<file path="src/rtl/misc_commit_unit.sv">
// Commit end of the misc pipe: buffers writeback entries and applies their CSR, TLB and
// redirect side effects in ROB order before signalling retirement.
`ifndef PROC_VALEN
`define PROC_VALEN 32
`endif

module misc_commit_unit #(
  parameter int unsigned BUF_DEPTH = 2,
  parameter int unsigned ROB_IDX_W = 6,
  localparam int unsigned VaW      = `PROC_VALEN,
  localparam int unsigned EntryW   = ROB_IDX_W + 102 + 2 * VaW,
  localparam int unsigned WbW      = EntryW + 1
) (
  input  logic                 clk,
  input  logic                 rst,
  input  logic                 flush_i,
  // {valid, rob_idx, we, wdata, csr_we, csr_waddr, csr_wdata, br_inst, br_redirect,
  //  br_target, priv_instr, priv_op, invtlb_op, invtlb_asid, invtlb_vaddr}, MSB first
  input  logic [WbW-1:0]       wb_i,
  output logic                 wb_ready_o,
  input  logic                 rob_head_valid_i,
  input  logic [ROB_IDX_W-1:0] rob_head_idx_i,
  output logic                 csr_we_o,
  output logic [13:0]          csr_waddr_o,
  output logic [31:0]          csr_wdata_o,
  output logic                 tlb_req_valid_o,
  output logic [3:0]           tlb_req_op_o,
  output logic [4:0]           tlb_req_invop_o,
  output logic [9:0]           tlb_req_asid_o,
  output logic [VaW-1:0]       tlb_req_vaddr_o,
  input  logic                 tlb_ready_i,
  output logic                 redirect_valid_o,
  output logic [VaW-1:0]       redirect_target_o,
  output logic                 retire_valid_o,
  output logic [ROB_IDX_W-1:0] retire_rob_idx_o,
  output logic                 retire_we_o,
  output logic [31:0]          retire_wdata_o
);

  typedef struct packed {
    logic [ROB_IDX_W-1:0] rob_idx;
    logic                 we;
    logic [31:0]          wdata;
    logic                 csr_we;
    logic [13:0]          csr_waddr;
    logic [31:0]          csr_wdata;
    logic                 br_inst;
    logic                 br_redirect;
    logic [VaW-1:0]       br_target;
    logic                 priv_instr;
    logic [3:0]           priv_op;
    logic [4:0]           invtlb_op;
    logic [9:0]           invtlb_asid;
    logic [VaW-1:0]       invtlb_vaddr;
  } entry_t;

  localparam logic [3:0] OpTlbSrch = 4'd1;
  localparam logic [3:0] OpTlbRd   = 4'd2;
  localparam logic [3:0] OpTlbWr   = 4'd3;
  localparam logic [3:0] OpTlbFill = 4'd4;
  localparam logic [3:0] OpInvTlb  = 4'd5;

  localparam int unsigned PtrW = (BUF_DEPTH > 1) ? $clog2(BUF_DEPTH) : 1;
  localparam int unsigned CntW = $clog2(BUF_DEPTH + 1);

  typedef enum logic [1:0] {StIdle, StExec, StTlb, StRetire} state_e;

  state_e          state_q, state_d;
  entry_t          mem_q [BUF_DEPTH];
  entry_t          mem_d [BUF_DEPTH];
  logic [PtrW-1:0] wptr_q, wptr_d, rptr_q, rptr_d;
  logic [CntW-1:0] cnt_q, cnt_d;

  entry_t wb_entry, head;
  logic   wb_valid, push, pop, nonempty, head_match, is_tlb;

  assign wb_valid   = wb_i[WbW-1];
  assign wb_entry   = wb_i[EntryW-1:0];
  assign wb_ready_o = (cnt_q != CntW'(BUF_DEPTH));
  assign push       = wb_valid & wb_ready_o;
  assign pop        = (state_q == StRetire);
  assign nonempty   = (cnt_q != '0);
  assign head       = mem_q[rptr_q];
  assign head_match = nonempty & rob_head_valid_i & (rob_head_idx_i == head.rob_idx);
  assign is_tlb     = head.priv_instr &
                      ((head.priv_op == OpTlbSrch) | (head.priv_op == OpTlbRd) |
                       (head.priv_op == OpTlbWr)   | (head.priv_op == OpTlbFill) |
                       (head.priv_op == OpInvTlb));

  always_comb begin
    mem_d  = mem_q;
    wptr_d = wptr_q;
    rptr_d = rptr_q;
    cnt_d  = cnt_q;
    if (flush_i) begin
      wptr_d = '0;
      rptr_d = '0;
      cnt_d  = '0;
    end else begin
      if (push) begin
        mem_d[wptr_q] = wb_entry;
        wptr_d        = wptr_q + 1'b1;
      end
      if (pop) begin
        rptr_d = rptr_q + 1'b1;
      end
      cnt_d = cnt_q + CntW'(push) - CntW'(pop);
    end
  end

  always_comb begin
    state_d = state_q;
    unique case (state_q)
      StIdle:   if (head_match) state_d = StExec;
      StExec:   state_d = is_tlb ? StTlb : StRetire;
      StTlb:    if (tlb_ready_i) state_d = StRetire;
      StRetire: state_d = StIdle;
      default:  state_d = StIdle;
    endcase
    if (flush_i) begin
      state_d = StIdle;
    end
  end

  always_comb begin
    csr_we_o          = 1'b0;
    csr_waddr_o       = '0;
    csr_wdata_o       = '0;
    tlb_req_valid_o   = 1'b0;
    tlb_req_op_o      = '0;
    tlb_req_invop_o   = '0;
    tlb_req_asid_o    = '0;
    tlb_req_vaddr_o   = '0;
    redirect_valid_o  = 1'b0;
    redirect_target_o = '0;
    retire_valid_o    = 1'b0;
    retire_rob_idx_o  = '0;
    retire_we_o       = 1'b0;
    retire_wdata_o    = '0;
    unique case (state_q)
      StExec: begin
        csr_we_o          = head.csr_we;
        csr_waddr_o       = head.csr_waddr;
        csr_wdata_o       = head.csr_wdata;
        redirect_valid_o  = head.br_inst & head.br_redirect;
        redirect_target_o = head.br_target;
      end
      StTlb: begin
        tlb_req_valid_o = 1'b1;
        tlb_req_op_o    = head.priv_op;
        tlb_req_invop_o = head.invtlb_op;
        tlb_req_asid_o  = head.invtlb_asid;
        tlb_req_vaddr_o = head.invtlb_vaddr;
      end
      StRetire: begin
        retire_valid_o   = 1'b1;
        retire_rob_idx_o = head.rob_idx;
        retire_we_o      = head.we;
        retire_wdata_o   = head.wdata;
      end
      default: ;
    endcase
  end

  always_ff @(posedge clk) begin
    if (rst) begin
      state_q <= StIdle;
      wptr_q  <= '0;
      rptr_q  <= '0;
      cnt_q   <= '0;
    end else begin
      state_q <= state_d;
      wptr_q  <= wptr_d;
      rptr_q  <= rptr_d;
      cnt_q   <= cnt_d;
    end
  end

  // Payload storage needs no reset; occupancy is tracked by cnt_q.
  always_ff @(posedge clk) begin
    mem_q <= mem_d;
  end

endmodule
</file>
<file path="config.mk">
export PLATFORM = sky130hd
export DESIGN_NAME = misc_commit_unit
export DESIGN_NICKNAME = d
export VERILOG_FILES = /design/src/rtl/misc_commit_unit.sv
export SDC_FILE = /design/constraint.sdc
export NUM_CORES = 1
export LEC_CHECK = 0
export CAP_MARGIN = 5
export CORE_MARGIN = 3
export CORE_UTILIZATION = 41
export DETAILED_ROUTE_END_ITERATION = 10
export PLACE_DENSITY = 0.81
export SETUP_SLACK_MARGIN = 0.15
export SYNTH_ARGS = -nofsm -noshare
export SYNTH_HDL_FRONTEND = slang
export SYNTH_SLANG_ARGS = --single-unit
</file>
<file path="constraint.sdc">
create_clock -name clk -period 20.6 [get_ports clk]
set_input_delay 5.15 -clock clk [delete_from_list [all_inputs] [get_ports clk]]
set_output_delay 5.15 -clock clk [all_outputs]
set_load 0.01 [all_outputs]
</file>
Word-level counts from Yosys, hierarchy flattened
Index checks and enable logic that the tools add are counted.

operators by class
  order comparisons = 3
  eq/ne operators = 12
  bitwise logic cells = 12
  mux-type cells = 24
  $add $sub $neg = 4
  reduce and logical (&&, ||, !) cells = 6

operators with widths
  kind                                                       number
  two-way mux 172 bit                                        4
  bitwise mux 344 bit                                        1
  demux 172 bit (select 1 bit)                               1
  two-way mux 32 bit                                         4
  two-way mux 14 bit                                         1
  two-way mux 10 bit                                         1
  == test 4 x 2 -> 1 bit (second input constant)             2
  == test 4 x 3 -> 1 bit (second input constant)             2
  case mux 2 bit (4 select lines)                            1
  == test 6 bit                                              1
  two-way mux 1 bit                                          6
  two-way mux 6 bit                                          1
  != test 2 bit (second input constant)                      3
  bitwise AND 1 bit                                          5
  two-way mux 5 bit                                          1
  == test 2 bit (second input constant)                      2
  == test 4 x 1 -> 1 bit (second input constant)             1
  greater-or-equal comparator 2 bit (second input constant)  2
  two-way mux 2 bit                                          2
  two-way mux 4 bit                                          1
  inverter 1 -> 2 bit                                        2
  OR 1 bit                                                   4
  AND reduction 2 bit                                        2
  adder 1 bit (second input constant)                        2
  other kinds (9)                                            9

word-level totals
  register bits after elaboration = 350
  logic and storage cells = 93
  output and inout port bits = 173
  input port bits = 184

Depth between registers and ports, before layout
Gate-level depths: netlist of run 1.

  depth in word-level cells = 12
  gate-level depth with buffers = 8
  gate-level depth less buffers = 8

Worst setup path before layout of run 1
OpenSTA, ideal clock, no wires.

  path kind = input-to-reg
  from = input flush_i
  to = register mem_q[0] (netlist name) (enable)
  slack = 1808 ps
  arrival = 17842 ps
  setup time = 950 ps
  stages = 2
  cell sequence = clkbuf_1 -> nor3b_1

between the ends
  longest elaborated chain between the ends = 2

RTL lines
  element                               line  text
  from (decl)                           16    input logic flush_i,
  inverter 1 bit (no source line)       --
  AND reduction 2 bit (no source line)  --
  to (signal assigned)                  181   mem_q <= mem_d;
  to (decl)                             69    entry_t mem_q [BUF_DEPTH];

No other way between the ends.
A chain may end at the register's enable or synchronous reset.

Worst setup path in the final report of run 1
  from = register rptr_q
  to = output retire_rob_idx_o[0]

between the ends
  longest elaborated chain between the ends = 5

RTL lines
  element                                                 line  text
  from (decl)                                             71    logic [PtrW-1:0] wptr_q, wptr_d, rptr_q, rptr_d;
  from (signal assigned)                                  174   rptr_q <= rptr_d;
  inverter 1 -> 2 bit (not written as such)               83    assign head = mem_q[rptr_q];
  two-way mux 172 bit (not written as such) (3 in a row)  83
  two-way mux 6 bit                                       140   unique case (state_q)
  to (decl)                                               35    output logic [ROB_IDX_W-1:0] retire_rob_idx_o,

No other way between the ends. The select of a mux whose other input is x is not followed.

==> flow_summary.json, run 1 <==
{
  "status": "finished, final reports clean",
  "synth_cell_type_count": 29,
  "met2_usage_pct": 30.05,
  "grt_max_degree": 173,
  "power.leakage_nw": 5.905,
  "hp-start": "state_q[0]",
  "utilization_pct": 57.56,
  "detail_route.first_pass.iterations": 4,
  "crit_path_max_fanout": 62,
  "synth-edff-count": 344,
  "synthMostInstantiatedCell": "edfxtp_1",
  "crit_path_cell_trace": "buf_4 -> mux2i_1 -> and2b_1 -> clkdlybuf4s50_1",
  "ctsResizeCount": 0,
  "design_power_total_mw": 1.469,
  "ys_top_cells_by_count": "edfxtp_1, mux2i_1, nor2b_1",
  "slowest_delay_ns": 1.10,
  "slew_violations": 0,
  "grt_util_all_layers_pct": 17.29,
  "cts_num_sinks": 350,
  "grt_setup_unrepaired": "no",
  "wl_mm": 31.73,
  "netlist_instances": 778,
  "slew_headroom_pct": 20.29,
  "cellPowerDensity_nw_per_um2": 77.84,
  "setup_viol": 0,
  "yosysSeqAreaShare_pct": 75.98,
  "grt_busiest_layer": "met2",
  "timing.rr.start": "rptr_q",
  "synth.area.top_cells": "edfxtp_1, mux2i_1, nor2b_1, dfxtp_1, ha_1",
  "use_met1_pct": 20.93,
  "syn_avg_cell_area_um2": 17.68,
  "fillerInstances": 2504,
  "use_met3_pct": 4.814,
  "antenna_found_initial": 5,
  "start_util_pct": 41.95,
  "multiInputGateArea_um2": 3138,
  "yosys_warnings": 0,
  "worst_ep_required_time_ns": 15.45,
  "startpoint": "rptr_q",
  "fp-row-count": 66,
  "ant_nets": 0,
  "max_clock_freq_mhz": 114.4,
  "drt_first_iter_violations": 446,
  "routedWlPerCell_um": 19.68,
  "dp_hpwl_mm": 20.55,
  "die_x_um": 189.2,
  "drive_above_1_share_pct": 5.479,
  "finalCritPeriodShare_pct": 42.43,
  "grt_overflow": 0,
  "crit_family": "buffers and inverters",
  "io_pins": 357,
  "maxCapViolCount": 0,
  "synth_top_area_share_pct": 75.10,
  "clk_latency_ns": 0.50,
  "regArea_um2": 10450,
  "startpoint_type": "flip-flop",
  "synthToLayoutAreaGrowth_pct": 37.20,
  "fin_setup_tns_ns": 0,
  "syn-cell-area_um2": 13750,
  "hold_buffers": 0,
  "instances_no_fill": 1612,
  "viasPerCell": 4.836,
  "die_h_um": 189.2,
  "fin_worst_skew_ns": 0.01253,
  "path_buf_inv": 2,
  "post_cts_buffers": 0,
  "cts_tree": "built",
  "cts-root-buf": "clkbuf_16",
  "finalHoldViolCount": 0,
  "ys_ff_latch": 350,
  "period_minus_slack_ns": 8.741,
  "htree_levels": 2,
  "die-area_um2": 35780,
  "endpoint_kind": "output pin",
  "nNetsFinal": 1333,
  "crit_arrival_ns": 3.59,
  "portBuffers": 356,
  "grt_pass1_wl_mm": 47.96,
  "synth_top_area_cell": "edfxtp_1",
  "cts.path.max_buffers": 3,
  "grt_pass1_vias": 8298,
  "worst_pin_slew_ns": 1.196,
  "numCtsBuffers": 37,
  "synth_ff_type": "edfxtp_1",
  "ir_drop_mv": 0.06781,
  "critPathKind": "flip-flop to output pin",
  "place.gp.congestion": 0.7479,
  "hp-class": "flip-flop to flip-flop",
  "drc": 0,
  "vias": 7796,
  "core_um2": 32780,
  "async_reset_ff_share_pct": 0,
  "syn-num-nets": 969,
  "clk_pin_slew_ns": 0.05,
  "placed_cells": 1545,
  "slowest_stage": "dfxtp_4"
}
## registers in the layout, indices dropped and copies added, names as in the netlist
name and count:
mem_q 344, wptr_q 1, rptr_q 1, cnt_q 2, state_q 2
## tightest hold or removal path: cells and delay by family, from the launching register on
kind / cells / cell delay, ns
AOI/OAI and AO/OA: 2 / 0.19
DFF: 1 / 0.34
## worst paths after layout
path         cells after the start  slack [ns]                  end
max                              4       11.86  retire_rob_idx_o[0]
min                              2        0.59           state_q[0]
max reg2reg                      7       16.74           state_q[0]
min reg2reg                      2        0.59           state_q[0]
## cells by family after synthesis
kind of cell	synth area share [%]
muxes	12.37
DFF	75.98
buffers and inverters	1.337
xor gates and xnor gates	0.6368
and+or+nand+nor	8.460
adders and majority gates	0.6367
AOI/OAI and AO/OA	0.5822
## cell usage in the layout (no fill, tap or decap), types with 6 or more instances in the layout
cell type | Yosys | layout
buf_4 | 0 | 6
mux2i_1 | 170 | 170
nor2b_1 | 168 | 168
nor3_1 | 7 | 6
clkinv_1 | 0 | 6
clkinv_2 | 0 | 9
clkbuf_16 | 0 | 37
edfxtp_1 | 344 | 344
clkdlybuf4s50_1 | 0 | 356
xor2_1 | 8 | 8
clkbuf_1 | 21 | 10
## power by group
| group | internal, mW | switching (mW) |
|---|---|---|
| sequential | 0.807 | 0.00496 |
| combinational | 0.0369 | 0.0270 |
| clock | 0.343 | 0.250 |
## through the flow
step | setup WS [ns] | instance area [um2] | hold WS, ns
final | 11.86 | 18870 | 0.5862
after global routing | 11.62 | 18870 | 0.5992
after CTS | 11.78 | 18870 | 0.5797
after detailed placement | 12.31 | 17790 | 0.5538
after global placement | 12.31 | 17790 | 0.5479
after floorplan | 1.808 | 13750 | 0.5212
## per-layer routing
metal / wire length, um / up-vias
li1: - / 3631
met1: 12320 / 3806
met5: 27 / -
met3: 2317 / 68
met2: 16150 / 287
met4: 911 / 4
## final cells by class
cell class	instances	share of cell area, %
Clock buffer	47	5.105
Clock inverter	18	0.6034
Inverter	4	0.07957
Multi-Input combinational cell	386	16.63
Sequential cell	350	55.40
Timing Repair Buffer	363	19.23
Tap cell	442	2.931
Antenna cell	2	0.02652
No activity file was read; power rests on OpenSTA's default activity.
==> run 2, diff against run 1 <==
- PLACE_DENSITY: 0.81 -> 0.84
- clock period: 20.6 -> 7.29 ns (I/O delays scaled with it)
==> flow_summary.json, run 2 (synthesis gave the netlist of run 1 again) <==
{
  "die-area_um2": 35780,
  "place.gp.congestion": 0.7513,
  "ff2ff_setup_slack_ns": 4.05,
  "worst_pin_slew_ns": 1.139,
  "intPower_mw": 3.388,
  "synthToLayoutAreaGrowth_pct": 37.77,
  "cts_tree": "built",
  "detail_route.first_pass.iterations": 6,
  "power.leakage_nw": 5.925,
  "multiInputGateArea_um2": 3151,
  "startpoint_type": "flip-flop",
  "dp_hpwl_mm": 21.02,
  "ctsResizeCount": 0,
  "fillerInstances": 2470,
  "slew_violations": 0,
  "crit_family": "buffers and inverters",
  "worst-r2r-cell-count": 6,
  "seqPwrFrac_pct": 54.5,
  "vias": 7938,
  "fp-row-count": 66,
  "hold_path_depth": 2,
  "maxCapViolCount": 0,
  "critPathKind": "flip-flop to output pin",
  "path_buf_inv": 2,
  "cts-root-buf": "clkbuf_16",
  "period_minus_slack_ns": 4.972,
  "crit_path_cell_trace": "buf_4 -> mux2i_1 -> nor2b_1 -> clkdlybuf4s50_1",
  "cts_num_sinks": 350,
  "numCtsBuffers": 37,
  "largestRegisters": "mem_q (344), cnt_q (2), state_q (2)",
  "comb_power_share_pct": 4.3,
  "clk_pin_slew_ns": 0.06,
  "finalCritPeriodShare_pct": 68.21,
  "utilization_pct": 57.80,
  "instances_no_fill": 1616,
  "layout_setup_ws_ns": 2.318,
  "worst_r2r_endpoint": "state_q[0]",
  "grt_setup_unrepaired": "no",
  "largest_register_ffs": 344,
  "grt_overflow": 0,
  "max_clock_freq_mhz": 201.1,
  "core_um2": 32780,
  "hold_buffers": 0,
  "drt_first_iter_violations": 378,
  "io_pins": 357,
  "routedWlPerCell_um": 19.82,
  "setup_viol": 0,
  "hp-start": "cnt_q[1]",
  "fin_setup_tns_ns": 0,
  "largest-register": "mem_q",
  "preCtsSetupSlack_ns": 2.782,
  "viasPerCell": 4.912,
  "grt_pass1_vias": 8370,
  "post_cts_buffers": 0,
  "crit_path_max_fanout": 55,
  "grt_pass1_wl_mm": 48.17,
  "antenna_found_initial": 3,
  "clk_latency_ns": 0.50,
  "path_depth": 4,
  "endpoint_kind": "output pin",
  "grt_max_degree": 84,
  "ant_nets": 0,
  "regArea_um2": 10450,
  "power_switching_mw": 0.8246,
  "slew_headroom_pct": 24.09,
  "nNetsFinal": 1337,
  "htree_levels": 2,
  "switching_share_pct": 19.57,
  "wl_mm": 32.02,
  "design_power_total_mw": 4.213,
  "cellPowerDensity_nw_per_um2": 222.3,
  "finalHoldViolCount": 0,
  "min_to": "cnt_q[1]",
  "crit_arrival_ns": 3.15,
  "timing.rr.start": "rptr_q",
  "die_h_um": 189.2,
  "start_util_pct": 41.95,
  "portBuffers": 356,
  "drive_above_1_share_pct": 5.636,
  "hp-class": "flip-flop to flip-flop",
  "layout_common_cells": "clkdlybuf4s50_1, edfxtp_1, mux2i_1, nor2b_1, clkbuf_16",
  "final_common_cell": "clkdlybuf4s50_1",
  "grt_util_all_layers_pct": 17.36,
  "ir_drop_mv": 0.1881,
  "drc": 0,
  "placed_cells": 1549,
  "pwr-share-clk_pct": 41.2,
  "slowest_stage": "dfxtp_4",
  "cts.path.max_buffers": 3,
  "worst_ep_required_time_ns": 5.47,
  "die_x_um": 189.2,
  "fin_worst_skew_ns": 0.006929,
  "slowest_delay_ns": 0.99,
  "status": "finished, final reports clean"
}
## run 2: cell type report
class	count	area share [%]
clock inverters	21	0.8584
well taps	442	2.918
multi-input cells	386	16.63
repair buffers	367	19.31
inverters	4	0.07923
clock buffers	43	5.005
flip-flops and latches	350	55.17
diodes	3	0.03962
## run 2: worst max-delay path by stage
stage | slack (ns) | end | startpoint
floorplan | 0.37 | mem_q[0] | flush_i
global placement | 2.85 | retire_rob_idx_o[0] | rptr_q
detailed placement | 2.78 | retire_wdata_o[6] | rptr_q
CTS | 2.21 | tlb_req_asid_o[1] | rptr_q
global route | 2.10 | tlb_req_asid_o[1] | rptr_q
finish | 2.32 | retire_wdata_o[6] | rptr_q
## run 2: power by group through the flow
stage                     logic (mW)  registers (mW)  clock network [mW]
after floorplan               0.0483            2.34                   0
after global placement         0.175            2.33                   0
after detailed placement       0.184            2.34                   0
after CTS                      0.185            2.29                1.78
after global routing           0.197            2.30                1.87
final                          0.182            2.29                1.74
## run 2: per-layer routing
layer	track usage (%)	part of all wire, %
met4	6.273	3.4
met3	4.629	7.0
met5	0	0.041
met1	20.95	39
met2	30.07	51
## run 2: metrics by stage
step / cell area, um2 / hold slack (ns)
after floorplan: 13780 / 0.5212
after global placement: 17830 / 0.5490
after detailed placement: 17830 / 0.5565
after CTS: 18940 / 0.5731
after global routing: 18950 / 0.6193
final: 18950 / 0.5711
## run 2: worst register-to-register path: cells and delay by family (launching register included)
| kind | cells | cell delay (ns) |
|---|---|---|
| compound gates | 2 | 0.40 |
| xor+xnor | 1 | 0.39 |
| buf+inv | 1 | 0.54 |
| flops | 1 | 0.99 |
| mux | 1 | 0.49 |
| simple gates | 1 | 0.36 |
